==> config.mk <==
export PLATFORM = sky130hd
export DESIGN_NAME = dct_sample_serializer
export DESIGN_NICKNAME = d
export VERILOG_FILES = /design/src/rtl/dct_ser_pkg.sv /design/src/rtl/dct_ser_shreg.sv /design/src/rtl/dct_sample_serializer.sv
export SDC_FILE = /design/constraint.sdc
export NUM_CORES = 1
export LEC_CHECK = 0
export ABC_AREA = 1
export CORE_MARGIN = 8
export CORE_UTILIZATION = 53
export CTS_CLUSTER_SIZE = 8
export DETAILED_ROUTE_END_ITERATION = 7
export PLACE_DENSITY = 0.76
export SLEW_MARGIN = 10
export SYNTH_ARGS = -nofsm -noshare
export SYNTH_HDL_FRONTEND = slang
export SYNTH_SLANG_ARGS = --single-unit
==> constraint.sdc <==
create_clock -name iClk -period 3.6 [get_ports iClk]
set_input_delay 0.54 -clock iClk [delete_from_list [all_inputs] [get_ports iClk]]
set_output_delay 0.54 -clock iClk [all_outputs]
set_load 0.01 [all_outputs]
==> src/rtl/dct_ser_pkg.sv <==
// Shared widths, size-code map and FSM states for the DCT32 sample serializer.
package dct_ser_pkg;

    localparam int unsigned DATA_W_DEF = 16;
    localparam int unsigned MAX_N_DEF  = 32;

    localparam logic [2:0] SZ4  = 3'd0;
    localparam logic [2:0] SZ8  = 3'd1;
    localparam logic [2:0] SZ16 = 3'd2;
    localparam logic [2:0] SZ32 = 3'd3;

    typedef enum logic {
        IDLE  = 1'b0,
        SHIFT = 1'b1
    } state_e;

    // Point count for a size code; illegal codes behave as 32 points.
    function automatic int unsigned size_to_n(input logic [2:0] code);
        case (code)
            SZ4:     return 4;
            SZ8:     return 8;
            SZ16:    return 16;
            default: return 32;
        endcase
    endfunction

    function automatic logic size_illegal(input logic [2:0] code);
        return code > SZ32;
    endfunction

endpackage

==> src/rtl/dct_ser_shreg.sv <==
// DATA_W load/shift register with bit counter; shifts in zeros so the MSB reads 0 once drained.
module dct_ser_shreg #(
    parameter int unsigned DATA_W = 16
) (
    input  logic              clk,
    input  logic              rst,
    input  logic              load,
    input  logic              shift,
    input  logic [DATA_W-1:0] load_data,
    output logic              msb,
    output logic              last_bit_c,
    output logic              next_last_c
);

    localparam int unsigned BW = (DATA_W > 1) ? $clog2(DATA_W) : 1;

    logic [DATA_W-1:0] shreg_q, shreg_d;
    logic [BW-1:0]     bit_cnt_q, bit_cnt_d;

    assign last_bit_c  = (bit_cnt_q == BW'(DATA_W - 1));
    assign next_last_c = (bit_cnt_d == BW'(DATA_W - 1));
    assign msb         = shreg_q[DATA_W-1];

    always_comb begin
        shreg_d   = shreg_q;
        bit_cnt_d = bit_cnt_q;
        if (load) begin
            shreg_d   = load_data;
            bit_cnt_d = '0;
        end else if (shift) begin
            shreg_d   = shreg_q << 1;
            bit_cnt_d = last_bit_c ? '0 : bit_cnt_q + BW'(1);
        end
    end

    always_ff @(posedge clk or posedge rst) begin
        if (rst) begin
            shreg_q   <= '0;
            bit_cnt_q <= '0;
        end else begin
            shreg_q   <= shreg_d;
            bit_cnt_q <= bit_cnt_d;
        end
    end

endmodule

==> src/rtl/dct_sample_serializer.sv <==
// Parallel-to-serial feeder for the DCT32 core: MSB-first stream, block-start pulse and size latch.
module dct_sample_serializer
    import dct_ser_pkg::*;
#(
    parameter int unsigned DATA_W = DATA_W_DEF,
    parameter int unsigned MAX_N  = MAX_N_DEF
) (
    input  logic              iClk,
    input  logic              iRst,
    input  logic [2:0]        iSize,
    input  logic [DATA_W-1:0] iData,
    input  logic              iDValid,
    output logic              oDReady,
    output logic              oSDAT,
    output logic              oSVAL,
    output logic              oValid,
    output logic [2:0]        oSize,
    output logic              oBlkDone,
    output logic              oSizeErr
);

    localparam int unsigned SMP_W = (MAX_N > 1) ? $clog2(MAX_N) : 1;

    function automatic logic [SMP_W-1:0] last_idx(input logic [2:0] code);
        return SMP_W'(size_to_n(code) - 1);
    endfunction

    state_e            state_q, state_d;
    logic [SMP_W-1:0]  smp_cnt_q, smp_cnt_d;
    logic [2:0]        size_q, size_d;
    logic              valid_q, valid_d;
    logic              blk_done_q, blk_done_d;
    logic              size_err_q, size_err_d;

    logic active, last_bit, xfer;
    logic last_bit_c, next_last_c, msb;

    assign active   = (state_q == SHIFT);
    assign last_bit = active && last_bit_c;
    assign oDReady  = !iRst && (!active || last_bit);
    assign xfer     = iDValid && oDReady;

    dct_ser_shreg #(.DATA_W(DATA_W)) u_shreg (
        .clk         (iClk),
        .rst         (iRst),
        .load        (xfer),
        .shift       (active),
        .load_data   (iData),
        .msb         (msb),
        .last_bit_c  (last_bit_c),
        .next_last_c (next_last_c)
    );

    // smp_cnt_d is the index of any sample accepted on this edge.
    always_comb begin
        state_d    = state_q;
        smp_cnt_d  = smp_cnt_q;
        size_d     = size_q;
        valid_d    = 1'b0;
        size_err_d = 1'b0;
        if (last_bit) begin
            state_d   = IDLE;
            smp_cnt_d = (smp_cnt_q == last_idx(size_q)) ? '0 : smp_cnt_q + SMP_W'(1);
        end
        if (xfer) begin
            state_d = SHIFT;
            if (smp_cnt_d == '0) begin
                size_d     = size_illegal(iSize) ? SZ32 : iSize;
                size_err_d = size_illegal(iSize);
                valid_d    = 1'b1;
            end
        end
        blk_done_d = next_last_c && (smp_cnt_d == last_idx(size_d));
    end

    always_ff @(posedge iClk or posedge iRst) begin
        if (iRst) begin
            state_q    <= IDLE;
            smp_cnt_q  <= '0;
            size_q     <= SZ32;
            valid_q    <= 1'b0;
            blk_done_q <= 1'b0;
            size_err_q <= 1'b0;
        end else begin
            state_q    <= state_d;
            smp_cnt_q  <= smp_cnt_d;
            size_q     <= size_d;
            valid_q    <= valid_d;
            blk_done_q <= blk_done_d;
            size_err_q <= size_err_d;
        end
    end

    // Shift register drains to zero, so its MSB is already 0 whenever oSVAL is low.
    assign oSDAT    = msb;
    assign oSVAL    = active;
    assign oValid   = valid_q;
    assign oSize    = size_q;
    assign oBlkDone = blk_done_q;
    assign oSizeErr = size_err_q;

endmodule

==> results.md <==
* Synth Instances at 250
* Most common cell after layout, fill and taps aside: nand2_1
* Avg WL per Cell at 11.52 µm
* Most common flop cell mapped by yosys: dfrtp_1
* Clock transition at the registers of the reported paths at 0.10 ns
* Hold worst-path end: u_shreg.shreg_q[0]$_DFFE_PP0P_
* Register area at 803.3 µm²
* Synthesis-to-finish area growth at 22.59%
* Total core area at 3578 µm²
* Final WL at 3837 µm
* Async SR Flop Fraction at 100.0%
* Seq/Total Area, Yosys at 41.55%
* Worst R2R Path Depth at 20
* Synthesized area per cell at 7.732 µm²
* Setup Buffers After CTS at 0
* Measured slew at the worst slew-check pin at 0.4841 ns
* Final Cycle Share at 85.79%
* Net count after synthesis at 276
* First-pass DRT Iterations at 4
* Residual DRC at 0
* Root Buffer Master: clkbuf_4
* Initial antenna violation count at 0
* Worst setup EP type: flop
* Yosys warns at 0
* Final hold violation count at 0
* Placed Area at 2293 µm²
* Required time of the worst setup path at 3.87 ns
* Maximum VDD drop at 0.3500 mV
* Worst path depth at 20
* Most common cell on crit path: nand2_1
* Seq cells post-synth at 32
* Final GP Congestion at 0.8125
* Final Core Density at 66.22%
* CTS tree: done
* # setup viols final at 0
* Max frequency at 323.8 MHz
* Status: completed
* Crit path DAT at 3.36 ns
* Distinct cells, synth at 27
* Maxcap violations at 0
* Pleak at 1.232 nW
* Multi-input gate area at 957.2 µm²
* Hold_buf cts at 0
* Global Route Usage Sum at 14.50%
* Final setup TNS at 0 ns
* Ant diodes at 0
* First-pass GRT wire length at 6996 µm
* Post_cts resized at 0
* 1st-iter DRT viols at 86
* Die area at 5836 µm²
* Max clock buf depth at 2
* Proportion of layout cells with a drive suffix above 1 at 16.49%
* Worst-Skew Late Latency at 0.33 ns
* Crit path max fanout at 5
* Power Dens Cells at 608.3 nW/µm²
* EDFF count, synth at 0
* Initial cell density of the core at 54.02%
* Row cnt at 22
* Port Buffers at 30
* Io pins at 31
* Crit path buffers/inverters at 2
* Sink Count at 32
* Post-DP HPWL at 2864 µm
* RSZ-0062 raised after global routing: no
* Max-slew violation count at 0
* Reg2reg setup slack at 0.51 ns
* Remaining antenna violation count after routing at 0
* CTS Buf Count at 5
* Launch point of the worst reg-to-reg path: oSize[2]$_DFF_PP0_
* Clk_skew at 0.005199 ns
* Min-delay worst type: reg2reg
* Number of vias per cell at 4.820
* Nets@finish at 310
* Commonest cells after routing, fill and taps aside: nand2_1, inv_1, clkdlybuf4s50_1, dfrtp_1, nand3_1
* Pin count of the biggest net entering global routing at 35
* Critical path's top delay family: simple AND/OR/NAND/NOR gates
* Fin area at 2370 µm²
* Synth Cell Area at 1933 µm²
* Routed via count at 1,605
* Crit-path cells: nor2_1, nand2_1, ha_1, nand2_1, nand2_1, nor2_4, nand4_4, nand2_1, nand2_1, inv_1, nand3_2, nand2_2, inv_2, nor2_4, nand2_2, ha_1, xor2_1, nor3_1, nand3_1, nor2_1
* Critical Path Max Stage Delay at 0.43 ns
* H-tree depth at 2
* RR Endpoint: oBlkDone$_DFF_PP0_
* Relative slew slack at 67.53%
* Fillers at 329
* Die height at 76.40 µm
* Hold Path Depth at 2
* Global route total overflow at 0
* Final min period at 3.089 ns
* Vias in the first global route at 1,633
* HP Start: u_shreg.shreg_q[0]$_DFFE_PP0P_
* Kind of start point of the critical path: flop
* Die width at 76.40 µm
* Setup CP Type: reg2reg
* Slowest-stage cell, CP: dfrtp_1
[stage by stage]
| step | instances | setup WS, ns | hold WS (ns) | power (mW) |
|---|---|---|---|---|
| finish | 333 | 0.5114 | 0.5171 | 1.442 |
| global route | 333 | 0.1782 | 0.5682 | 1.572 |
| CTS | 333 | 0.5159 | 0.5270 | 1.458 |
| detailed placement | 325 | 0.5406 | 0.4984 | 1.185 |
| global placement | 325 | 0.6572 | 0.4902 | 1.164 |
| floorplan | 250 | 0.7836 | 0.4686 | 1.024 |
[sequential cells by signal (all words and copies together), names as in the netlist]
signal             count
oSizeErr               1
oSize                  3
u_shreg.bit_cnt_q      4
oValid                 1
oBlkDone               1
oSVAL                  1
smp_cnt_q              5
u_shreg.shreg_q       16
[cell families after synthesis]
| logic type | share of synthesized area [%] |
|---|---|
| fa+ha+maj | 2.589 |
| xor+xnor | 2.718 |
| compound gates | 5.761 |
| buf+inv | 8.932 |
| simple gates | 38.45 |
| flops | 41.55 |
[how the worst max path moves through the flow]
| stage | start | endpoint |
|---|---|---|
| final | oSize[2]$_DFF_PP0_ | oBlkDone$_DFF_PP0_ |
| after global routing | oSize[2]$_DFF_PP0_ | oBlkDone$_DFF_PP0_ |
| after CTS | oSize[2]$_DFF_PP0_ | oBlkDone$_DFF_PP0_ |
| after detailed placement | oSize[2]$_DFF_PP0_ | oBlkDone$_DFF_PP0_ |
| after global placement | oSize[0]$_DFF_PP1_ | oBlkDone$_DFF_PP0_ |
| after floorplan | oSize[2]$_DFF_PP0_ | oBlkDone$_DFF_PP0_ |
[layer usage]
layer / part of all wire (%) / vias to the layer above / GRT usage, %
met1: 44 / 729 / 15.98
met3: 4.0 / 7 / 4.953
met2: 50 / 25 / 24.59
li1: - / 844 / -
met5: 0 / - / 0
met4: 2.1 / 0 / 6.538
[report_power, final]
group	switching, mW	total, mW	internal (mW)
clock network	0.124	0.269	0.146
logic	0.365	0.614	0.249
registers	0.0802	0.559	0.478
[synthesized netlist by cell type, types with 2 or more instances]
cell / number / area [µm²]
clkbuf_1: 6 / 22.52
nand2_4: 4 / 45.04
clkinv_1: 2 / 7.510
inv_2: 5 / 18.77
nand4_4: 2 / 42.54
o311ai_0: 2 / 17.52
ha_1: 4 / 50.05
nor2_1: 12 / 45.04
inv_1: 33 / 123.9
nand2_1: 71 / 266.5
nand3_2: 2 / 20.02
nand3_1: 27 / 135.1
nand4_1: 2 / 12.51
nand2_2: 12 / 75.07
nor2_2: 3 / 18.77
dfstp_2: 2 / 52.55
dfrtp_1: 30 / 750.7
o21ai_0: 16 / 80.08
xor2_1: 5 / 43.79
nor2_4: 3 / 33.78
[cell type report]
class | count | share of cell area, %
multi-input combinational | 172 | 40.39
sequential | 32 | 33.90
timing repair buffer | 33 | 13.62
inverter | 40 | 6.336
tap | 48 | 2.534
clock buffer | 6 | 1.742
clock inverter | 2 | 1.478
[worst min-delay path, delay by kind of cell, from the launching register on]
kind,cells,cell delay (ns)
flops,1,0.36
simple gates,2,0.14
Power figures use the tool's default switching activity.
